--- config.mk ---
export PLATFORM = sky130hd
export DESIGN_NAME = maxi_seq_ctrl_flat
export DESIGN_NICKNAME = d
export VERILOG_FILES = /design/src/rtl/maxi_seq_pkg.sv /design/src/rtl/maxi_seq_if.sv /design/src/rtl/maxi_seq_issue.sv /design/src/rtl/maxi_seq_ctrl.sv /design/src/flat_wrapper.sv
export SDC_FILE = /design/constraint.sdc
export NUM_CORES = 1
export LEC_CHECK = 0
export CORE_ASPECT_RATIO = 1.75
export CORE_MARGIN = 10
export CORE_UTILIZATION = 50
export DETAILED_ROUTE_END_ITERATION = 10
export GPL_TIMING_DRIVEN = 1
export PLACE_DENSITY = 0.79
export REMOVE_ABC_BUFFERS = 1
export SLEW_MARGIN = 20
export SYNTH_ARGS = -nofsm -noshare
export SYNTH_HDL_FRONTEND = slang
export SYNTH_SLANG_ARGS = --single-unit
export TNS_END_PERCENT = 100
--- constraint.sdc ---
create_clock -name m_axi_aclk -period 14.8 [get_ports m_axi_aclk]
set_clock_uncertainty 0.15 [all_clocks]
set_input_delay 2.22 -clock m_axi_aclk [delete_from_list [all_inputs] [get_ports m_axi_aclk]]
set_output_delay 2.22 -clock m_axi_aclk [all_outputs]
set_load 0.02 [all_outputs]
--- src/rtl/maxi_seq_pkg.sv ---
// Shared types and fixed AXI attribute constants for the memory sequencer.
package maxi_seq_pkg;

    typedef enum logic [1:0] {
        S_IDLE  = 2'd0,
        S_WRITE = 2'd1,
        S_READ  = 2'd2,
        S_FIN   = 2'd3
    } state_t;

    localparam int         ID_W      = 4;
    localparam logic [7:0] AXI_LEN   = 8'd0;
    localparam logic [2:0] AXI_SIZE  = 3'd2;
    localparam logic [1:0] AXI_BURST = 2'b01;
    localparam logic [3:0] AXI_CACHE = 4'b0011;
    localparam logic [2:0] AXI_PROT  = 3'b010;
    localparam logic [3:0] AXI_QOS   = 4'd0;
    localparam logic [1:0] RESP_OKAY = 2'b00;

endpackage

--- src/rtl/maxi_seq_if.sv ---
// AXI4 write/read channel bundle between the sequencer (master) and memory (slave).
interface maxi_seq_if
    import maxi_seq_pkg::*;
#(
    parameter int SAW = 32,
    parameter int SDW = 32
);
    logic [ID_W-1:0]  awid;
    logic [SAW-1:0]   awaddr;
    logic [7:0]       awlen;
    logic [2:0]       awsize;
    logic [1:0]       awburst;
    logic             awlock;
    logic [3:0]       awcache;
    logic [2:0]       awprot;
    logic [3:0]       awqos;
    logic             awvalid;
    logic             awready;

    logic [SDW-1:0]   wdata;
    logic [SDW/8-1:0] wstrb;
    logic             wlast;
    logic             wvalid;
    logic             wready;

    logic [1:0]       bresp;
    logic             bvalid;
    logic             bready;

    logic [ID_W-1:0]  arid;
    logic [SAW-1:0]   araddr;
    logic [7:0]       arlen;
    logic [2:0]       arsize;
    logic [1:0]       arburst;
    logic             arlock;
    logic [3:0]       arcache;
    logic [2:0]       arprot;
    logic [3:0]       arqos;
    logic             arvalid;
    logic             arready;

    logic [SDW-1:0]   rdata;
    logic [1:0]       rresp;
    logic             rlast;
    logic             rvalid;
    logic             rready;

    modport master (
        output awid, awaddr, awlen, awsize, awburst, awlock, awcache, awprot, awqos, awvalid,
        input  awready,
        output wdata, wstrb, wlast, wvalid,
        input  wready,
        input  bresp, bvalid,
        output bready,
        output arid, araddr, arlen, arsize, arburst, arlock, arcache, arprot, arqos, arvalid,
        input  arready,
        input  rdata, rresp, rlast, rvalid,
        output rready
    );

    modport slave (
        input  awid, awaddr, awlen, awsize, awburst, awlock, awcache, awprot, awqos, awvalid,
        output awready,
        input  wdata, wstrb, wlast, wvalid,
        output wready,
        output bresp, bvalid,
        input  bready,
        input  arid, araddr, arlen, arsize, arburst, arlock, arcache, arprot, arqos, arvalid,
        output arready,
        output rdata, rresp, rlast, rvalid,
        input  rready
    );

endinterface

--- src/rtl/maxi_seq_issue.sv ---
// Valid/ready issuer: holds valid while enabled until NUM handshakes have completed.
module maxi_seq_issue #(
    parameter int NUM = 16,
    parameter int CW  = $clog2(NUM + 1)
) (
    input  logic clk_i,
    input  logic rst_i,
    input  logic clear_i,
    input  logic en_i,
    input  logic ready_i,
    output logic valid_o,
    output logic fire_o
);
    logic [CW-1:0] cnt_q, cnt_d;

    // Valid falls as soon as the count reaches NUM, i.e. the cycle after the last handshake.
    assign valid_o = en_i && (cnt_q != CW'(NUM));
    assign fire_o  = valid_o && ready_i;

    always_comb begin
        cnt_d = cnt_q;
        if (clear_i)
            cnt_d = '0;
        else if (fire_o)
            cnt_d = cnt_q + CW'(1);
    end

    always_ff @(posedge clk_i or posedge rst_i) begin
        if (rst_i)
            cnt_q <= '0;
        else
            cnt_q <= cnt_d;
    end

endmodule

--- src/rtl/maxi_seq_ctrl.sv ---
// Write-then-read-back AXI memory test sequencer.
// Optional MAXI_SEQ_RESP_CHECK_EN: non-OKAY bresp/rresp also flag an error.
module maxi_seq_ctrl
    import maxi_seq_pkg::*;
#(
    parameter int             SAW  = 32,
    parameter int             SDW  = 32,
    parameter int             NUM  = 16,
    parameter logic [SAW-1:0] BASE = SAW'(32'h0000_0000)
) (
    input  logic           m_axi_aclk,
    input  logic           reset,
    input  logic           start,
    output logic           done,
    output logic           error,
    output logic [SAW-1:0] err_addr,
    maxi_seq_if.master     m_axi
);
    localparam int            CW    = $clog2(NUM + 1);
    localparam logic [CW-1:0] NUM_C = CW'(NUM);

    state_t         state_q, state_d;
    logic [SAW-1:0] awaddr_q, awaddr_d, araddr_q, araddr_d, raddr_q, raddr_d;
    logic [SAW-1:0] err_addr_q, err_addr_d;
    logic [SDW-1:0] wdata_q, wdata_d, rexp_q, rexp_d;
    logic [CW-1:0]  bcnt_q, bcnt_d, rcnt_q, rcnt_d;
    logic           error_q, error_d;
    logic           start_acc, aw_fire, w_fire, ar_fire, b_fire, r_fire, r_bad;
    logic           unused_in;

    assign start_acc = start && (state_q == S_IDLE || state_q == S_FIN);
    assign b_fire    = m_axi.bvalid && m_axi.bready && (bcnt_q != NUM_C);
    assign r_fire    = m_axi.rvalid && m_axi.rready && (rcnt_q != NUM_C);

    maxi_seq_issue #(.NUM(NUM)) u_aw (
        .clk_i(m_axi_aclk), .rst_i(reset), .clear_i(start_acc), .en_i(state_q == S_WRITE),
        .ready_i(m_axi.awready), .valid_o(m_axi.awvalid), .fire_o(aw_fire)
    );
    maxi_seq_issue #(.NUM(NUM)) u_w (
        .clk_i(m_axi_aclk), .rst_i(reset), .clear_i(start_acc), .en_i(state_q == S_WRITE),
        .ready_i(m_axi.wready), .valid_o(m_axi.wvalid), .fire_o(w_fire)
    );
    maxi_seq_issue #(.NUM(NUM)) u_ar (
        .clk_i(m_axi_aclk), .rst_i(reset), .clear_i(start_acc), .en_i(state_q == S_READ),
        .ready_i(m_axi.arready), .valid_o(m_axi.arvalid), .fire_o(ar_fire)
    );

    always_comb begin
        state_d = state_q;
        unique case (state_q)
            S_IDLE, S_FIN: if (start)            state_d = S_WRITE;
            S_WRITE:       if (bcnt_q == NUM_C)  state_d = S_READ;
            S_READ:        if (rcnt_q == NUM_C)  state_d = S_FIN;
            default:                             state_d = S_IDLE;
        endcase
    end

`ifdef MAXI_SEQ_RESP_CHECK_EN
    logic [SAW-1:0] baddr_q, baddr_d;
    assign r_bad     = (m_axi.rdata != rexp_q) || (m_axi.rresp != RESP_OKAY);
    assign unused_in = m_axi.rlast;
`else
    assign r_bad     = (m_axi.rdata != rexp_q);
    assign unused_in = ^{m_axi.rlast, m_axi.bresp, m_axi.rresp};
`endif

    always_comb begin
        awaddr_d   = awaddr_q;
        wdata_d    = wdata_q;
        araddr_d   = araddr_q;
        raddr_d    = raddr_q;
        rexp_d     = rexp_q;
        bcnt_d     = bcnt_q;
        rcnt_d     = rcnt_q;
        error_d    = error_q;
        err_addr_d = err_addr_q;
`ifdef MAXI_SEQ_RESP_CHECK_EN
        baddr_d    = baddr_q;
`endif
        if (start_acc) begin
            awaddr_d   = BASE;
            wdata_d    = {SDW{1'b1}};
            araddr_d   = BASE;
            raddr_d    = BASE;
            rexp_d     = {SDW{1'b1}};
            bcnt_d     = '0;
            rcnt_d     = '0;
            error_d    = 1'b0;
            err_addr_d = '0;
`ifdef MAXI_SEQ_RESP_CHECK_EN
            baddr_d    = BASE;
`endif
        end else begin
            if (aw_fire) awaddr_d = awaddr_q + SAW'(4);
            if (w_fire)  wdata_d  = wdata_q - SDW'(1);
            if (ar_fire) araddr_d = araddr_q + SAW'(4);
            if (b_fire) begin
                bcnt_d = bcnt_q + CW'(1);
`ifdef MAXI_SEQ_RESP_CHECK_EN
                baddr_d = baddr_q + SAW'(4);
                if (m_axi.bresp != RESP_OKAY && !error_q) begin
                    error_d    = 1'b1;
                    err_addr_d = baddr_q;
                end
`endif
            end
            // R beats arrive in issue order, so a running expected word/address suffices.
            if (r_fire) begin
                rcnt_d  = rcnt_q + CW'(1);
                rexp_d  = rexp_q - SDW'(1);
                raddr_d = raddr_q + SAW'(4);
                if (r_bad && !error_q) begin
                    error_d    = 1'b1;
                    err_addr_d = raddr_q;
                end
            end
        end
    end

    always_ff @(posedge m_axi_aclk or posedge reset) begin
        if (reset) begin
            state_q    <= S_IDLE;
            awaddr_q   <= '0;
            wdata_q    <= {SDW{1'b1}};
            araddr_q   <= '0;
            raddr_q    <= '0;
            rexp_q     <= {SDW{1'b1}};
            bcnt_q     <= '0;
            rcnt_q     <= '0;
            error_q    <= 1'b0;
            err_addr_q <= '0;
`ifdef MAXI_SEQ_RESP_CHECK_EN
            baddr_q    <= '0;
`endif
        end else begin
            state_q    <= state_d;
            awaddr_q   <= awaddr_d;
            wdata_q    <= wdata_d;
            araddr_q   <= araddr_d;
            raddr_q    <= raddr_d;
            rexp_q     <= rexp_d;
            bcnt_q     <= bcnt_d;
            rcnt_q     <= rcnt_d;
            error_q    <= error_d;
            err_addr_q <= err_addr_d;
`ifdef MAXI_SEQ_RESP_CHECK_EN
            baddr_q    <= baddr_d;
`endif
        end
    end

    assign done     = (state_q == S_FIN);
    assign error    = error_q;
    assign err_addr = err_addr_q;

    assign m_axi.awid    = '0;
    assign m_axi.awaddr  = awaddr_q;
    assign m_axi.awlen   = AXI_LEN;
    assign m_axi.awsize  = AXI_SIZE;
    assign m_axi.awburst = AXI_BURST;
    assign m_axi.awlock  = 1'b0;
    assign m_axi.awcache = AXI_CACHE;
    assign m_axi.awprot  = AXI_PROT;
    assign m_axi.awqos   = AXI_QOS;
    assign m_axi.wdata   = wdata_q;
    assign m_axi.wstrb   = '1;
    assign m_axi.wlast   = 1'b1;
    assign m_axi.bready  = (state_q == S_WRITE);
    assign m_axi.arid    = '0;
    assign m_axi.araddr  = araddr_q;
    assign m_axi.arlen   = AXI_LEN;
    assign m_axi.arsize  = AXI_SIZE;
    assign m_axi.arburst = AXI_BURST;
    assign m_axi.arlock  = 1'b0;
    assign m_axi.arcache = AXI_CACHE;
    assign m_axi.arprot  = AXI_PROT;
    assign m_axi.arqos   = AXI_QOS;
    assign m_axi.rready  = (state_q == S_READ);

endmodule

--- src/flat_wrapper.sv ---
// flat-port wrapper written by rule: the top's interface ports become plain ports
module maxi_seq_ctrl_flat import maxi_seq_pkg::*;
#(
    parameter int             SAW  = 32,
    parameter int             SDW  = 32,
    parameter int             NUM  = 16,
    parameter logic [SAW-1:0] BASE = SAW'(32'h0000_0000)
)
  (m_axi_aclk, reset, start, done, error, err_addr, m_axi_awid, m_axi_awaddr, m_axi_awlen, m_axi_awsize, m_axi_awburst, m_axi_awlock, m_axi_awcache, m_axi_awprot, m_axi_awqos, m_axi_awvalid, m_axi_awready, m_axi_wdata, m_axi_wstrb, m_axi_wlast, m_axi_wvalid, m_axi_wready, m_axi_bresp, m_axi_bvalid, m_axi_bready, m_axi_arid, m_axi_araddr, m_axi_arlen, m_axi_arsize, m_axi_arburst, m_axi_arlock, m_axi_arcache, m_axi_arprot, m_axi_arqos, m_axi_arvalid, m_axi_arready, m_axi_rdata, m_axi_rresp, m_axi_rlast, m_axi_rvalid, m_axi_rready);
  maxi_seq_if #(.SAW(SAW), .SDW(SDW)) m_axi_i ();
  input  logic m_axi_aclk;
  input  logic reset;
  input  logic start;
  output logic done;
  output logic error;
  output logic [SAW-1:0] err_addr;
  output wire logic [$bits(m_axi_i.awid)-1:0] m_axi_awid;
  output wire logic [$bits(m_axi_i.awaddr)-1:0] m_axi_awaddr;
  output wire logic [$bits(m_axi_i.awlen)-1:0] m_axi_awlen;
  output wire logic [$bits(m_axi_i.awsize)-1:0] m_axi_awsize;
  output wire logic [$bits(m_axi_i.awburst)-1:0] m_axi_awburst;
  output wire logic [$bits(m_axi_i.awlock)-1:0] m_axi_awlock;
  output wire logic [$bits(m_axi_i.awcache)-1:0] m_axi_awcache;
  output wire logic [$bits(m_axi_i.awprot)-1:0] m_axi_awprot;
  output wire logic [$bits(m_axi_i.awqos)-1:0] m_axi_awqos;
  output wire logic [$bits(m_axi_i.awvalid)-1:0] m_axi_awvalid;
  input wire logic [$bits(m_axi_i.awready)-1:0] m_axi_awready;
  output wire logic [$bits(m_axi_i.wdata)-1:0] m_axi_wdata;
  output wire logic [$bits(m_axi_i.wstrb)-1:0] m_axi_wstrb;
  output wire logic [$bits(m_axi_i.wlast)-1:0] m_axi_wlast;
  output wire logic [$bits(m_axi_i.wvalid)-1:0] m_axi_wvalid;
  input wire logic [$bits(m_axi_i.wready)-1:0] m_axi_wready;
  input wire logic [$bits(m_axi_i.bresp)-1:0] m_axi_bresp;
  input wire logic [$bits(m_axi_i.bvalid)-1:0] m_axi_bvalid;
  output wire logic [$bits(m_axi_i.bready)-1:0] m_axi_bready;
  output wire logic [$bits(m_axi_i.arid)-1:0] m_axi_arid;
  output wire logic [$bits(m_axi_i.araddr)-1:0] m_axi_araddr;
  output wire logic [$bits(m_axi_i.arlen)-1:0] m_axi_arlen;
  output wire logic [$bits(m_axi_i.arsize)-1:0] m_axi_arsize;
  output wire logic [$bits(m_axi_i.arburst)-1:0] m_axi_arburst;
  output wire logic [$bits(m_axi_i.arlock)-1:0] m_axi_arlock;
  output wire logic [$bits(m_axi_i.arcache)-1:0] m_axi_arcache;
  output wire logic [$bits(m_axi_i.arprot)-1:0] m_axi_arprot;
  output wire logic [$bits(m_axi_i.arqos)-1:0] m_axi_arqos;
  output wire logic [$bits(m_axi_i.arvalid)-1:0] m_axi_arvalid;
  input wire logic [$bits(m_axi_i.arready)-1:0] m_axi_arready;
  input wire logic [$bits(m_axi_i.rdata)-1:0] m_axi_rdata;
  input wire logic [$bits(m_axi_i.rresp)-1:0] m_axi_rresp;
  input wire logic [$bits(m_axi_i.rlast)-1:0] m_axi_rlast;
  input wire logic [$bits(m_axi_i.rvalid)-1:0] m_axi_rvalid;
  output wire logic [$bits(m_axi_i.rready)-1:0] m_axi_rready;
  assign m_axi_awid = m_axi_i.awid;
  assign m_axi_awaddr = m_axi_i.awaddr;
  assign m_axi_awlen = m_axi_i.awlen;
  assign m_axi_awsize = m_axi_i.awsize;
  assign m_axi_awburst = m_axi_i.awburst;
  assign m_axi_awlock = m_axi_i.awlock;
  assign m_axi_awcache = m_axi_i.awcache;
  assign m_axi_awprot = m_axi_i.awprot;
  assign m_axi_awqos = m_axi_i.awqos;
  assign m_axi_awvalid = m_axi_i.awvalid;
  assign m_axi_i.awready = m_axi_awready;
  assign m_axi_wdata = m_axi_i.wdata;
  assign m_axi_wstrb = m_axi_i.wstrb;
  assign m_axi_wlast = m_axi_i.wlast;
  assign m_axi_wvalid = m_axi_i.wvalid;
  assign m_axi_i.wready = m_axi_wready;
  assign m_axi_i.bresp = m_axi_bresp;
  assign m_axi_i.bvalid = m_axi_bvalid;
  assign m_axi_bready = m_axi_i.bready;
  assign m_axi_arid = m_axi_i.arid;
  assign m_axi_araddr = m_axi_i.araddr;
  assign m_axi_arlen = m_axi_i.arlen;
  assign m_axi_arsize = m_axi_i.arsize;
  assign m_axi_arburst = m_axi_i.arburst;
  assign m_axi_arlock = m_axi_i.arlock;
  assign m_axi_arcache = m_axi_i.arcache;
  assign m_axi_arprot = m_axi_i.arprot;
  assign m_axi_arqos = m_axi_i.arqos;
  assign m_axi_arvalid = m_axi_i.arvalid;
  assign m_axi_i.arready = m_axi_arready;
  assign m_axi_i.rdata = m_axi_rdata;
  assign m_axi_i.rresp = m_axi_rresp;
  assign m_axi_i.rlast = m_axi_rlast;
  assign m_axi_i.rvalid = m_axi_rvalid;
  assign m_axi_rready = m_axi_i.rready;
  maxi_seq_ctrl #(.SAW(SAW), .SDW(SDW), .NUM(NUM), .BASE(BASE)) u_core (.m_axi_aclk(m_axi_aclk), .reset(reset), .start(start), .done(done), .error(error), .err_addr(err_addr), .m_axi(m_axi_i));
endmodule
Word level (Yosys, flattened, before mapping)
Index checks and enable logic that the tools add are counted.
{"block": "op_classes", "addsub": 10, "eq_ne": 14, "n_mux": 30, "n_reduce_logical": 24}
{"operator": "32-bit two-way mux", "n": 13}
{"operator": "32-bit by 3-bit adder with 32-bit output (second input constant)", "n": 3}
{"operator": "32-bit by 1-bit subtractor with 32-bit output (second input constant)", "n": 2}
{"operator": "5-bit two-way mux", "n": 10}
{"operator": "32-bit inequality test", "n": 1}
{"operator": "5-bit by 1-bit adder with 5-bit output (second input constant)", "n": 5}
{"operator": "5-bit inequality test (second input constant)", "n": 5}
{"operator": "1-bit logical AND", "n": 12}
{"operator": "2-bit nonzero test", "n": 6}
{"operator": "5-bit == test (second input constant)", "n": 2}
{"operator": "2-bit two-way mux", "n": 3}
{"operator": "2-bit inequality test (second input constant)", "n": 3}
{"operator": "2-bit case mux with 3 select lines", "n": 1}
{"operator": "2-bit == test (second input constant)", "n": 2}
{"operator": "1-bit two-way mux", "n": 3}
{"operator": "3-bit AND reduction", "n": 1}
{"operator": "2-bit by 1-bit == test with 1-bit output (second input constant)", "n": 1}
{"operator": "2-bit logical NOT", "n": 1}
{"operator": "2-bit AND reduction", "n": 1}
{"operator": "2-bit OR reduction", "n": 1}
{"operator": "1-bit logical NOT", "n": 1}
{"operator": "1-bit logical OR", "n": 1}
{"block": "word_totals", "ff_bits": 220, "wordCells": 91}

Longest topological paths before layout
{"block": "depth", "word_depth": 5, "depth_mapped": 9, "ltp_nobuf": 7}

By module
Synthesis repeated with hierarchy kept, for this count alone.
{"block": "unflattened", "cells_unflattened": 1214, "area_unflattened_um2": 11537.3}
{"module": "maxi_seq_ctrl", "instances": 1, "cells_per_inst": 1109, "area_per_inst_um2": 10550.1, "seq_area_each_um2": 5034.8}
{"module": "maxi_seq_issue", "instances": 3, "cells_per_inst": 35, "area_per_inst_um2": 329.1, "seq_area_each_um2": 125.1}

Worst setup path before layout
Ideal clock, no wire load.
{"block": "synth_timing", "kind": "input to register", "start": "in m_axi_rdata[15]", "end": "reg u_core.err_addr_q[10] (netlist: u_core.err_addr[10])", "setup_ps": 81, "arrival_time_ps": 3904, "setup_slack_ps": 10665, "path_stages": 6, "cell_sequence": "xnor2_1 nand4_1 nor4_1 a211oi_1 clkbuf_1 mux2i_1"}
{"block": "synth_via", "elab_chain_len": 4}
{"element": "start: declaration", "line": "flat_wrapper.sv:47", "source": "input wire logic [$bits(m_axi_i.rdata)-1:0] m_axi_rdata;"}
{"element": "32-bit inequality test", "line": "maxi_seq_ctrl.sv:63", "source": "assign r_bad = (m_axi.rdata != rexp_q);"}
{"element": "1-bit logical AND", "line": "maxi_seq_ctrl.sv:112", "source": "if (r_bad && !error_q) begin"}
{"element": "2-bit nonzero test (no line)"}
{"element": "2-bit AND reduction (no line)"}
{"element": "end signal: assignment", "line": "maxi_seq_ctrl.sv:145", "source": "err_addr_q <= err_addr_d;"}
{"element": "end: declaration", "line": "maxi_seq_ctrl.sv:24", "source": "logic [SAW-1:0] err_addr_q, err_addr_d;"}
No other way between the ends.
A chain may end at the register's enable or synchronous reset.

Worst setup path after layout
{"block": "layout_timing", "start": "reg u_core.u_ar.cnt_q[0]", "end": "out m_axi_arvalid"}
{"block": "layout_via", "elab_chain_len": 2}
{"element": "start: declaration", "line": "maxi_seq_issue.sv:14", "source": "logic [CW-1:0] cnt_q, cnt_d;"}
{"element": "start signal: assignment", "line": "maxi_seq_issue.sv:32", "source": "cnt_q <= cnt_d;"}
{"element": "5-bit inequality test", "line": "maxi_seq_issue.sv:17", "source": "assign valid_o = en_i && (cnt_q != CW'(NUM));"}
{"element": "1-bit logical AND", "line": "maxi_seq_issue.sv:17"}
{"element": "end: declaration", "line": "flat_wrapper.sv:45", "source": "output wire logic [$bits(m_axi_i.arvalid)-1:0] m_axi_arvalid;"}
No other way between the ends.

==> results.sh <==
export IMPL_outcome="complete, no violations"
export IMPL_peakVddDrop_mv=0.0950
export IMPL_min_path_type="register to register"
export IMPL_cp_required_ns=12.43
export IMPL_cap_violations=0
export IMPL_switching_share_pct=33.4
export IMPL_clock_path_buffers=3
export IMPL_dieArea_um2=29700
export IMPL_syn_to_final_growth_pct=20.2
export IMPL_synth_top_area_cell="dfrtp_1"
export IMPL_clkSinkCount=213
export IMPL_crit_type="register to output port"
export IMPL_synth_area_mux_share_pct=3.66
export IMPL_rr_startpoint="u_core.state_q[1]"
export IMPL_drtIter0Drc=462
export IMPL_cts_root_buf="clkbuf_16"
export IMPL_wl_mm=28.8
export IMPL_post_route_min_period_ns=4.72
export IMPL_fin_nets=1413
export IMPL_clkPwrFrac_pct=34.2
export IMPL_cts_hold_buf=0
export IMPL_p_int_mw=1.01
export IMPL_synth_ff_type="dfrtp_1"
export IMPL_portBuffers=170
export IMPL_final_cell_mix="clkdlybuf4s50_1 (170), dfrtp_1 (149), nand2_1 (144), nor2_1 (102), xnor2_1 (94)"
export IMPL_first_pass_iters=6
export IMPL_min_from="u_core.m_axi.wdata[2]"
export IMPL_synth_seq_cells=213
export IMPL_rsz0062_at_grt="no"
export IMPL_grt_ovfl_total=0
export IMPL_die_h_um=221
export IMPL_maxSlewHeadroom_pct=33.7
export IMPL_grt_usage_pct=19.0
export IMPL_drt_vias_per_instance=5.51
export IMPL_cts_resized=0
export IMPL_p_switching_mw=0.508
export IMPL_design_area_um2=13800
export IMPL_start_kind="register"
export IMPL_netlist_area_leader_share_pct=32.4
export IMPL_fin_crit_sh_pct=31.9
export IMPL_synth_area_um2=11500
export IMPL_fp_dieW_um=135
export IMPL_layout_commonest_cell="clkdlybuf4s50_1"
export IMPL_synth_compound_area_share_pct=6.07
export IMPL_grt_pass1_vias=9486
export IMPL_cp_arrival_ns=2.35
export IMPL_finalHoldViolations=0
export IMPL_place_area_um2=13100
export IMPL_hold_depth=2
export IMPL_ys_top_cells_by_area="dfrtp_1 (32%), dfstp_2 (15%), xnor2_1 (7.2%), nand2_1 (4.7%), buf_4 (4.4%)"
export IMPL_synth_simple_area_share_pct=23.5
export IMPL_grt_antenna_before_repair=2
export IMPL_hpwl_mm=20.3
export IMPL_p_leak_nw=5.50
export IMPL_yosys_area_share_adder_pct=2.07
export IMPL_io_pins=243
export IMPL_setup_tns_ns=0
export IMPL_worst_pin_slew_ns=0.995
export IMPL_post_cts_buffers=0
export IMPL_drv_slew=0
export IMPL_wl_per_cell_um=17.3
export IMPL_synth_top_family_by_area="simple AND/OR/NAND/NOR gates"
export IMPL_tritoncts="done"
export IMPL_cts_buffers=22
export IMPL_grt_max_degree=146
export IMPL_powerDensity_nw_per_um2=110
export IMPL_core_area_um2=22700
export IMPL_synth_cells=1211
export IMPL_max_freq_ghz=0.212
export IMPL_path_max_fanout=5
export IMPL_hold_path_endpoint="u_core.m_axi.wdata[2]"
export IMPL_htreeDepth=1
export IMPL_grt_pass1_wl_mm=47.6
export IMPL_post_route_drc_count=0
export IMPL_synth_edf_count=0
export IMPL_setup_viol=0
export IMPL_synth_xor_area_share_pct=10.1
export IMPL_rows=73
export IMPL_combPwrFrac_pct=23.6
export IMPL_reg2reg_to="u_core.m_axi.awaddr[25]"
export IMPL_drive_above_1_share_pct=9.16
export IMPL_vias=9179
export IMPL_initial_core_util_pct=50.8
export IMPL_synth_warnings=0
export IMPL_cp_end_kind="output port"
export IMPL_rr_worst_depth=6
export IMPL_seq_area_frac_synth_pct=47.1
export IMPL_ant_nets=0
export IMPL_ys_types=54
export IMPL_place_congestion=0.843
export IMPL_power_frac_seq_pct=42.1
export IMPL_syn_avg_cell_area_um2=9.49
export IMPL_async_flop_share_pct=100
export IMPL_insertion_delay_ns=0.50
export IMPL_r2r_setup_slack_ns=11.49
export IMPL_cts_clk_slew_worst_paths_ns=0.06
-- through the flow --
stage | instances | setup WS (ns) | power [mW] | hold WS, ns | util, %
after floorplan | 1149 | 6.71 | 0.882 | 0.342 | -
after global placement | 1625 | 9.85 | 1.01 | 0.349 | 58.0
after detailed placement | 1625 | 9.79 | 1.02 | 0.362 | 58.0
after CTS | 1664 | 10.10 | 1.54 | 0.376 | 61.0
after global routing | 1666 | 9.88 | 1.60 | 0.390 | 61.0
final | 1666 | 10.08 | 1.52 | 0.370 | 61.0
-- layer usage --
metal | part of all wire [%] | vias to the layer above | GRT usage, %
met3 | 4.8 | 58 | 3.38
met2 | 55 | 228 | 36.5
met1 | 37 | 4551 | 19.7
li1 | - | 4342 | -
met4 | 3.2 | 0 | 7.25
met5 | 0 | - | 0
-- critical path: stages, from the launching register on --
cell and delay, ns:
dfrtp_1 0.42, inv_1 0.09, ha_1 0.14, nor4bb_1 0.55, nor2_1 0.09, clkdlybuf4s50_1 0.57
-- power groups by stage --
stage	Clock, mW	Combinational, mW	Sequential (mW)
final	0.521	0.360	0.642
after global routing	0.557	0.400	0.645
after CTS	0.535	0.366	0.642
after detailed placement	0	0.365	0.652
after global placement	0	0.358	0.649
after floorplan	0	0.228	0.654
-- cells in the mapped netlist (32+ instances only) --
| master | instances |
|---|---|
| dfrtp_1 | 149 |
| nand2_1 | 145 |
| nor2_1 | 102 |
| xnor2_1 | 94 |
| buf_4 | 68 |
| dfstp_2 | 64 |
| nand3_1 | 52 |
| clkbuf_1 | 51 |
| nand4_1 | 46 |
| mux2i_1 | 42 |
| or3_1 | 40 |
| xor2_1 | 39 |
| o21ai_0 | 37 |
| a21oi_1 | 35 |
| nor4_1 | 33 |
| nor3_1 | 32 |
-- worst max-delay path by stage --
stage,from,to,slack (ns),cells after the start
finish,u_core.u_ar.cnt_q[0],m_axi_arvalid,10.08,5
global route,u_core.u_ar.cnt_q[0],m_axi_arvalid,9.88,5
CTS,u_core.state_q[0],m_axi_arvalid,10.10,5
detailed placement,m_axi_awready,u_core.m_axi.awaddr[25],9.79,5
global placement,m_axi_awready,u_core.m_axi.awaddr[27],9.85,5
floorplan,reset,u_core.bcnt_q[0],6.71,1
-- area by class of cell --
cell class | count | area [um^2]
sequential | 213 | 5410
clock buffer | 33 | 623
fill | 1934 | 8830
clock inverter | 6 | 37.5
inverter | 30 | 120
timing repair buffer | 176 | 1750
tap | 300 | 375
multi-input combinational | 906 | 5500
antenna | 2 | 5.00
-- sequential cells by signal, indices dropped and copies added, names as in the netlist --
name	count
u_core.m_axi.awaddr	30
u_core.raddr_q	30
u_core.rcnt_q	5
u_core.err_addr	31
u_core.state_q	2
u_core.error	1
u_core.rexp_q	32
u_core.u_ar.cnt_q	5
u_core.u_aw.cnt_q	5
u_core.bcnt_q	5
u_core.u_w.cnt_q	5
u_core.m_axi.araddr	30
u_core.m_axi.wdata	32
-- logic make-up after synthesis --
family,after synthesis
adders and majority gates,19
other,2
buffers and inverters,157
DFF,213
and+or+nand+nor,531
muxes,42
AOI/OAI and AO/OA,114
xor gates and xnor gates,133
Note: power is estimated with default switching activity, not from simulation.
